==> src/rtl/wb_pkg.sv <==
// Shared encodings for the writeback sequencer: op classes, RegDst and write-data
// selects, FSM states and the registered output bundle with its decoder.
package wb_pkg;

  typedef enum logic [2:0] {
    OP_NONE    = 3'd0,
    OP_RTYPE   = 3'd1,
    OP_ITYPE   = 3'd2,
    OP_JAL     = 3'd3,
    OP_PUSH    = 3'd4,
    OP_POP     = 3'd5,
    OP_LOAD    = 3'd6,
    OP_ILLEGAL = 3'd7
  } wb_op_e;

  typedef enum logic [2:0] {
    RD_RT  = 3'b000,
    RD_SP  = 3'b001,
    RD_RA  = 3'b010,
    RD_RD  = 3'b011,
    RD_AUX = 3'b100
  } regdst_e;

  typedef enum logic [1:0] {
    WD_ALU    = 2'd0,
    WD_MEM    = 2'd1,
    WD_PC     = 2'd2,
    WD_SP_ADJ = 2'd3
  } wd_sel_e;

  typedef enum logic [2:0] {
    ST_IDLE,
    ST_WAIT,
    ST_WR_A,
    ST_WR_B,
    ST_DONE
  } state_e;

  typedef struct packed {
    logic    busy;
    logic    done;
    logic    illegal;
    regdst_e regdst;
    wd_sel_e wd;
    logic    reg_write;
  } wb_out_t;

  // Moore decode: outputs depend only on the state being entered and the latched op.
  function automatic wb_out_t decode_outputs(input state_e st, input wb_op_e op);
    wb_out_t o;
    o      = '0;
    o.busy = (st != ST_IDLE);
    case (st)
      ST_WR_A: begin
        o.reg_write = 1'b1;
        case (op)
          OP_RTYPE: begin o.regdst = RD_RD; o.wd = WD_ALU;    end
          OP_ITYPE: begin o.regdst = RD_RT; o.wd = WD_ALU;    end
          OP_JAL:   begin o.regdst = RD_RA; o.wd = WD_PC;     end
          OP_PUSH:  begin o.regdst = RD_SP; o.wd = WD_SP_ADJ; end
          OP_LOAD,
          OP_POP:   begin o.regdst = RD_RT; o.wd = WD_MEM;    end
          default:  begin o.regdst = RD_RT; o.wd = WD_ALU;    end
        endcase
      end
      ST_WR_B: begin
        o.reg_write = 1'b1;
        o.regdst    = RD_SP;
        o.wd        = WD_SP_ADJ;
      end
      ST_DONE: begin
        o.done    = 1'b1;
        o.illegal = (op == OP_ILLEGAL);
      end
      default: ;
    endcase
    return o;
  endfunction

endpackage

==> src/rtl/wb_sequencer_if.sv <==
// Request/writeback-control bundle between the main control FSM (master) and the
// writeback sequencer (slave).
interface wb_sequencer_if;
  logic       start;
  logic [2:0] wb_op;
  logic       busy;
  logic       done;
  logic       illegal;
  logic [2:0] regdst_sel;
  logic [1:0] wd_sel;
  logic       reg_write;

  modport master (
    output start, wb_op,
    input  busy, done, illegal, regdst_sel, wd_sel, reg_write
  );

  modport slave (
    input  start, wb_op,
    output busy, done, illegal, regdst_sel, wd_sel, reg_write
  );
endinterface

==> src/rtl/wb_sequencer.sv <==
// Multicycle writeback sequencer: latches a writeback class on start, waits out
// memory latency when needed and drives one or two register-file write cycles.
module wb_sequencer
  import wb_pkg::*;
#(
  parameter int MEM_WAIT = 2
) (
  input  logic           clk,
  input  logic           reset,
  wb_sequencer_if.slave  bus
);

  localparam int CLOG = $clog2(MEM_WAIT + 1);
  localparam int CW   = (CLOG > 1) ? CLOG : 1;

  state_e        state_q, state_d;
  wb_op_e        op_q,    op_d;
  logic [CW-1:0] cnt_q,   cnt_d;
  wb_out_t       out_q,   out_d;

  // NOTE: every variable gets a default before the case so no path leaves it unassigned (no latches).
  always_comb begin
    state_d = state_q;
    op_d    = op_q;
    cnt_d   = cnt_q;

    case (state_q)
      ST_IDLE: begin
        if (bus.start) begin
          op_d = wb_op_e'(bus.wb_op);
          case (op_d)
            OP_NONE,
            OP_ILLEGAL: state_d = ST_DONE;
            OP_LOAD,
            OP_POP: begin
              if (MEM_WAIT == 0) begin
                state_d = ST_WR_A;
              end else begin
                state_d = ST_WAIT;
                cnt_d   = CW'((MEM_WAIT > 0) ? MEM_WAIT - 1 : 0);
              end
            end
            default:    state_d = ST_WR_A;
          endcase
        end
      end
      ST_WAIT: begin
        if (cnt_q == '0) state_d = ST_WR_A;
        else             cnt_d   = cnt_q - CW'(1);
      end
      ST_WR_A: state_d = (op_q == OP_POP) ? ST_WR_B : ST_DONE;
      ST_WR_B: state_d = ST_DONE;
      ST_DONE: state_d = ST_IDLE;
      default: state_d = ST_IDLE;
    endcase

    // Decoding the next state lets the outputs be flopped yet line up with the state.
    out_d = decode_outputs(state_d, op_d);
  end

  // NOTE: sequential state uses non-blocking assignments so all flops update together at the edge.
  always_ff @(posedge clk) begin
    if (reset) begin
      state_q <= ST_IDLE;
      op_q    <= OP_NONE;
      cnt_q   <= '0;
      out_q   <= '0;
    end else begin
      state_q <= state_d;
      op_q    <= op_d;
      cnt_q   <= cnt_d;
      out_q   <= out_d;
    end
  end

  assign bus.busy       = out_q.busy;
  assign bus.done       = out_q.done;
  assign bus.illegal    = out_q.illegal;
  assign bus.regdst_sel = out_q.regdst;
  assign bus.wd_sel     = out_q.wd;
  assign bus.reg_write  = out_q.reg_write;

endmodule

==> src/flat_wrapper.sv <==
// flat-port wrapper written by rule: the top's interface ports become plain ports
module wb_sequencer_flat import wb_pkg::*;
#(
  parameter int MEM_WAIT = 2
)
  (clk, reset, bus_start, bus_wb_op, bus_busy, bus_done, bus_illegal, bus_regdst_sel, bus_wd_sel, bus_reg_write);
  wb_sequencer_if bus_i ();
  input  logic clk;
  input  logic reset;
  input wire logic [$bits(bus_i.start)-1:0] bus_start;
  input wire logic [$bits(bus_i.wb_op)-1:0] bus_wb_op;
  output wire logic [$bits(bus_i.busy)-1:0] bus_busy;
  output wire logic [$bits(bus_i.done)-1:0] bus_done;
  output wire logic [$bits(bus_i.illegal)-1:0] bus_illegal;
  output wire logic [$bits(bus_i.regdst_sel)-1:0] bus_regdst_sel;
  output wire logic [$bits(bus_i.wd_sel)-1:0] bus_wd_sel;
  output wire logic [$bits(bus_i.reg_write)-1:0] bus_reg_write;
  assign bus_i.start = bus_start;
  assign bus_i.wb_op = bus_wb_op;
  assign bus_busy = bus_i.busy;
  assign bus_done = bus_i.done;
  assign bus_illegal = bus_i.illegal;
  assign bus_regdst_sel = bus_i.regdst_sel;
  assign bus_wd_sel = bus_i.wd_sel;
  assign bus_reg_write = bus_i.reg_write;
  wb_sequencer #(.MEM_WAIT(MEM_WAIT)) u_core (.clk(clk), .reset(reset), .bus(bus_i));
endmodule
==> config.mk <==
export PLATFORM = sky130hd
export DESIGN_NAME = wb_sequencer_flat
export DESIGN_NICKNAME = d
export VERILOG_FILES = /design/src/rtl/wb_pkg.sv /design/src/rtl/wb_sequencer_if.sv /design/src/rtl/wb_sequencer.sv /design/src/flat_wrapper.sv
export SDC_FILE = /design/constraint.sdc
export NUM_CORES = 1
export LEC_CHECK = 0
export BUFFER_PORTS_ARGS = -buffer_cell sky130_fd_sc_hd__buf_2
export CAP_MARGIN = 20
export CORE_AREA = 2 2 44 46
export DETAILED_ROUTE_END_ITERATION = 12
export DIE_AREA = 0 0 46 48
export GPL_TIMING_DRIVEN = 0
export PLACE_DENSITY = 0.8
export RECOVER_POWER = 100
export SYNTH_ARGS = -nofsm -noshare
export SYNTH_HDL_FRONTEND = slang
export SYNTH_SLANG_ARGS = --single-unit
export TNS_END_PERCENT = 20
==> constraint.sdc <==
create_clock -name clk -period 1.4 [get_ports clk]
set_input_delay 0.14 -clock clk [delete_from_list [all_inputs] [get_ports clk]]
set_output_delay 0.14 -clock clk [all_outputs]
set_load 0.1 [all_outputs]
==> metrics.cfg, run 1 <==
[layout]
drive_above_1_share=0.406
nFillCells=164
multi_input_area_um2=430
nets=110
ff_latch_area_um2=330
syn_to_final_growth_pct=23.7
antennaDiodeCount=0
stdcell_count=118

[die]
core_area_mm2=0.00169
die-area_mm2=0.00221
die_w_um=46
chipHeight_um=48
placementRows=15
io_pins=15
start_util=0.456

[cts]
cts_root_buf=clkbuf_4
tritoncts=built
ctsHoldBuffers=0
cts.htree.levels=1
clockBufferDepth=2
clock_sink_count=16
clk_pin_slew_ns=0.09
clk_latency_ns=0.28
cts_made_buffers=3

[yosys]
synth_ff_type=dfxtp_1
synth.cell_area_um2=771
synth_cell_type_count=36
synthCells=84
syn-num-nets=91
synth_enable_flop_cells=0
ys_seq_area_frac=0.416
synth-async-reset-ratio=0
ys_seq_elements=16
postSynthAreaPerCell_um2=9.18
yosysWarnings=0

[worst_setup_path]
critPathRequiredTime_ns=1.61
path_buf_inv=1
slowest_delay_ns=0.36
crit_chain=nor4b_4, buf_4, a21bo_4, a211oi_2, nor3b_2
cp.arrival_ns=1.72
worstSetupStartpointType=flop
r2r_end=u_core.bus.illegal$_SDFF_PP0_
critical_path_class=reg2reg
reg2reg_slack_ns=-0.11
cp_slowest_cell=dfxtp_4
r2r-start=u_core.state_q[2]$_SDFF_PP0_
ff2ff_path_depth=5
cp_max_fo=4
cp-end-kind=flop
crit_family=simple AND/OR/NAND/NOR gates

[placed_design]
portBuffers=9
pre_cts_slack_ns=-0.204
dp_hpwl_um=987
gp_congestion=0.878
place_inst=110

[route]
postRouteAntennaNets=0
vias=660
first_iter_violations=23
firstDrtPassIters=5
wl_um=1500
via_per_inst=5.59
drcViolationCount=0
wl_per_cell_um=12.7

[min_path]
hold_path_end=u_core.cnt_q[0]$_SDFFE_PP0P_
hold_path.class=in2reg
worstHoldStart=bus_wb_op[2]
min_path_cells=3

[sta]
post-route-min-period_ns=1.51
timing.fmax_mhz=662
max_slew.worst_pin.slew_ns=0.542
worst_slack_ns=-0.110
skew_ns=0.00353
timing.hold.ws_ns=0.230
maxSlewViolCount=0
hold_viol_final=0
finalCritPeriodShare=1.08
relSlewSlack=0.640
setup_viol=6
rsz0062_at_grt=true

[global_route]
grt_pass1_vias=572
grt_pass1_wl_um=2400
grt_usage=0.154
grt_start_max_net_pins=11
antenna_found_initial=0
overflow=0

[job]
drv_cap=0

[status]
status=complete, but fails checks
violations=setup timing

[power_and_ir_drop]
p_per_area_mw_per_mm2=1080
power_uw=1030
power.leakage_uw=0.000393
ir_drop_mv=0.698

report_power, final:
| part | switching (uW) | leakage (uW) | internal (uW) | total [uW] |
|---|---|---|---|---|
| combinational | 193 | 0.000246 | 93.9 | 287 |
| clock | 134 | 0.0000138 | 99.9 | 234 |
| sequential | 24.7 | 0.000133 | 484 | 508 |
| total | 352 | 0.000393 | 677 | 1030 |
final cells by class:
class | count | area share
Clock buffer | 3 | 0.0236
Timing Repair Buffer | 15 | 0.0945
Tap cell | 17 | 0.0223
Inverter | 6 | 0.0236
Multi-Input combinational cell | 55 | 0.451
Buffer | 6 | 0.0381
Sequential cell | 16 | 0.346
sequential cells by signal (all words and copies together) (netlist names):
register / count
u_core.op_q: 3
u_core.bus.regdst_sel: 2
u_core.bus.done: 1
u_core.bus.busy: 1
u_core.state_q: 3
u_core.bus.illegal: 1
u_core.bus.reg_write: 1
u_core.cnt_q: 2
u_core.bus.wd_sel: 2
worst max-delay path by stage:
stage | endpoint | startpoint | cells after the start
after detailed placement | u_core.bus.regdst_sel[1]$_SDFF_PP0_ | u_core.state_q[2]$_SDFF_PP0_ | 5
after global routing | u_core.bus.illegal$_SDFF_PP0_ | u_core.state_q[2]$_SDFF_PP0_ | 5
after global placement | u_core.bus.regdst_sel[1]$_SDFF_PP0_ | u_core.state_q[2]$_SDFF_PP0_ | 5
final | u_core.bus.illegal$_SDFF_PP0_ | u_core.state_q[2]$_SDFF_PP0_ | 5
after floorplan | u_core.bus.wd_sel[0]$_SDFF_PP0_ | u_core.state_q[2]$_SDFF_PP0_ | 5
after CTS | u_core.bus.illegal$_SDFF_PP0_ | u_core.state_q[2]$_SDFF_PP0_ | 5
timing repair:
action                                 4_1_cts  5_1_grt
endpoints found under the hold margin        0        0
pin swaps                                    4        4
setup endpoints to repair                   14       13
buffers inserted                             5        1
resized for setup                           11        3
metrics by stage:
step | cell area, um2 | TNS [ns] | utilization
global placement | 851 | -1.12 | 0.504
global route | 953 | -0.923 | 0.564
CTS | 933 | -0.456 | 0.553
floorplan | 785 | -0.108 | -
finish | 953 | -0.337 | 0.564
detailed placement | 851 | -1.16 | 0.504
cell usage after synthesis (2+ instances only):
cell type | n | share of area
a211oi_1 | 2 | 0.019
a21oi_1 | 3 | 0.019
a31oi_1 | 3 | 0.024
buf_2 | 3 | 0.019
dfxtp_1 | 16 | 0.42
inv_1 | 6 | 0.029
mux2i_1 | 4 | 0.052
nand2_1 | 4 | 0.019
nand3_1 | 4 | 0.026
nor2_1 | 8 | 0.039
nor3_1 | 3 | 0.019
o21ai_0 | 2 | 0.013
or3_1 | 2 | 0.016
xnor2_1 | 2 | 0.023
worst min-delay path, delay by kind of cell:
family                 cells  cell delay, ns
buffers and inverters      1            0.16
AND/OR/NAND/NOR            1            0.12
AO/OA/AOI/OAI              1            0.07
logic make-up after synthesis:
family / Yosys count / synth area share
muxes: 4 / 0.0520
adders and majority gates: 1 / 0.0162
buffers and inverters: 13 / 0.0828
DFF: 16 / 0.416
xor gates and xnor gates: 3 / 0.0341
other: 1 / 0.00487
AOI/OAI and AO/OA: 18 / 0.170
and+or+nand+nor: 28 / 0.224
routing by layer:
layer	vias up	global-route usage	wire, um
li1	324	-	-
met1	313	0.181	681
met2	19	0.269	716
met3	4	0.0340	72
met4	0	0.0686	26
met5	-	0	0
cell usage in the layout, fill, tap and decap left out, drive strengths merged, types with 2 or more instances in the layout:
cell type / n
inv: 6
a211oi: 3
nor2: 8
a21oi: 3
nor3: 3
buf: 12
o21ai: 2
clkbuf: 12
xnor2: 2
or3: 2
nor3b: 2
nor4b: 2
nand3: 4
mux2i: 4
dfxtp: 16
nand2: 4
a31oi: 3
No activity file was read; power rests on OpenSTA's default activity.
==> run 2: changes to the inputs <==
- PLACE_DENSITY: 0.8 -> 0.69
==> metrics.cfg, run 2 (same netlist as run 1, synthesis figures left out) <==
[status]
status=complete, but fails checks
violations=setup timing

[sta]
hold_viol_final=0  ; unchanged
timing.hold.ws_ns=0.200  ; -0.0304 ns
skew_ns=0.000988  ; -0.00254 ns
timing.fmax_mhz=677  ; +2.2%
rsz0062_at_grt=true
maxSlewViolCount=0  ; unchanged
worst_slack_ns=-0.0766  ; +0.0330 ns
relSlewSlack=0.640  ; -0.000752
post-route-min-period_ns=1.48  ; -0.0330 ns
max_slew.worst_pin.slew_ns=0.543  ; +0.00113 ns
fin_tns_setup_ns=-0.590  ; -0.254 ns
finalCritPeriodShare=1.05  ; -0.0236
setup_viol=12  ; +6

[die]
core_area_mm2=0.00169  ; unchanged
die_w_um=46  ; unchanged
placementRows=15  ; unchanged
io_pins=15  ; unchanged
chipHeight_um=48  ; unchanged
start_util=0.456  ; unchanged
die-area_mm2=0.00221  ; unchanged

[cts]
cts_made_buffers=3  ; unchanged
ctsHoldBuffers=0  ; unchanged
clock_sink_count=16  ; unchanged
clk_pin_slew_ns=0.09  ; about the same
clockBufferDepth=2  ; unchanged
clk_latency_ns=0.29  ; about the same
cts_root_buf=clkbuf_4
cts.htree.levels=1  ; unchanged
tritoncts=built

[worst_setup_path]
crit_family=flip-flops
worstSetupStartpointType=flop
cp.arrival_ns=1.67  ; -0.05 ns
slowest_delay_ns=0.37  ; about the same
cp-end-kind=flop
critPathRequiredTime_ns=1.60  ; about the same
crit_chain=nor4b_4, buf_6, mux2i_4, a311oi_2, o21a_1
cp_slowest_cell=dfxtp_4
cp_max_fo=4  ; unchanged
critical_path_class=reg2reg
path_buf_inv=1  ; unchanged

[global_route]
antenna_found_initial=0  ; unchanged
overflow=0  ; unchanged
grt_start_max_net_pins=11  ; unchanged
grt_pass1_vias=591  ; +3.3%
grt_usage=0.164  ; +0.00927
grt_pass1_wl_um=2530  ; +5.2%

[power_and_ir_drop]
ir_drop_mv=0.613  ; -12%
p_per_area_mw_per_mm2=1110  ; +3.1%
netSwitchingPower_uw=394  ; +12%
pwr-share-comb=0.306  ; +0.027
internal_power_uw=787  ; +16%
power_uw=1180  ; +15%
swShare=0.333  ; -0.00844
power.leakage_uw=0.000428  ; +8.8%
seqPwrFrac=0.431  ; -0.063
p_clk_frac=0.263  ; +0.036

[layout]
layout_commonest_cell=dfxtp_1
antennaDiodeCount=0  ; unchanged
syn_to_final_growth_pct=37.7
multi_input_area_um2=448  ; +4.1%
reg_top3=u_core.op_q: 3 flops, u_core.state_q: 3 flops
drive_above_1_share=0.500  ; +0.0941
final_cell_mix=dfxtp_1, nor2_1, buf_4, clkbuf_2, dfxtp_2
ff_latch_area_um2=337  ; +1.9%
fin_area_mm2=0.00106  ; +11%
nFillCells=139  ; -15%
nets=114  ; +3.6%
postLayoutCoreUtil=0.628  ; +0.0637

[route]
wl_per_cell_um=13.6  ; +7.3%
vias=688  ; +4.2%
drcViolationCount=0  ; unchanged
top_layer_used=met4
met2_length_um=786  ; +9.8%
postRouteAntennaNets=0  ; unchanged
first_iter_violations=43  ; +87%
firstDrtPassIters=4  ; -1
via_per_inst=5.59  ; about the same
wl_met1_um=768  ; +13%
route.met3.wl_um=99  ; +38%
wl_um=1670  ; +12%

[min_path]
hold_path.class=in2reg

[placed_design]
place_area_um2=851  ; unchanged
dp_hpwl_um=1040  ; +5.6%
gp_congestion=0.866  ; -1.4%
portBuffers=9  ; unchanged

[job]
drv_cap=0  ; unchanged

[run 2: cell types whose count changed in the layout (fill, tap and decap cells not counted), sizes merged]
cell    previous run  this run
buf               12        16
clkbuf            12        13
[run 2: path summary, 6_finish.rpt]
path                                              startpoint                               to  slack [ns]  cells past startpoint
worst max register to register  u_core.state_q[2]$_SDFF_PP0_  u_core.bus.wd_sel[0]$_SDFF_PP0_       -0.08                      5
worst max-delay path            u_core.state_q[2]$_SDFF_PP0_  u_core.bus.wd_sel[0]$_SDFF_PP0_       -0.08                      5
worst min-delay path                            bus_wb_op[2]     u_core.cnt_q[0]$_SDFFE_PP0P_        0.20                      3
worst min register to register  u_core.cnt_q[0]$_SDFFE_PP0P_     u_core.cnt_q[0]$_SDFFE_PP0P_        0.53                      2
[run 2: power groups by stage]
stage               clock, uW  combinational [uW]  sequential [uW]
floorplan                   0                 141              599
global placement            0                 262              512
detailed placement          0                 265              514
CTS                       315                 333              509
global route              329                 380              513
finish                    310                 361              509
[run 2: metrics by stage]
step	instances	worst slack (ns)
after global routing	123	-0.121
after detailed placement	110	-0.227
after floorplan	84	-0.0303
after global placement	110	-0.218
after CTS	120	-0.0732
final	123	-0.0766
[run 2: tightest hold or removal path: cells and delay by family]
family	cells	cell delay, ns
AOI/OAI and AO/OA	1	0.06
buffers and inverters	1	0.17
and+or+nand+nor	1	0.09
[run 2: cell type report]
class | count | area share
multi-input combinational | 55 | 0.422
clock buffer | 4 | 0.0342
tap | 17 | 0.0200
buffer | 6 | 0.0377
inverter | 6 | 0.0212
sequential | 16 | 0.317
timing repair buffer | 19 | 0.147
[run 2: per-layer routing]
layer,global-route usage,vias up
met3,0.0340,3
met5,0,-
met4,0.0857,0
met2,0.269,30
met1,0.201,317
li1,-,338
[run 2: timing repair]
action | CTS | global route
gates resized for setup | 17 | 10
endpoints found under the setup margin | 13 | 10
setup buffers | 6 | 3
gates cloned | 1 | 0
pin swaps | 7 | 5
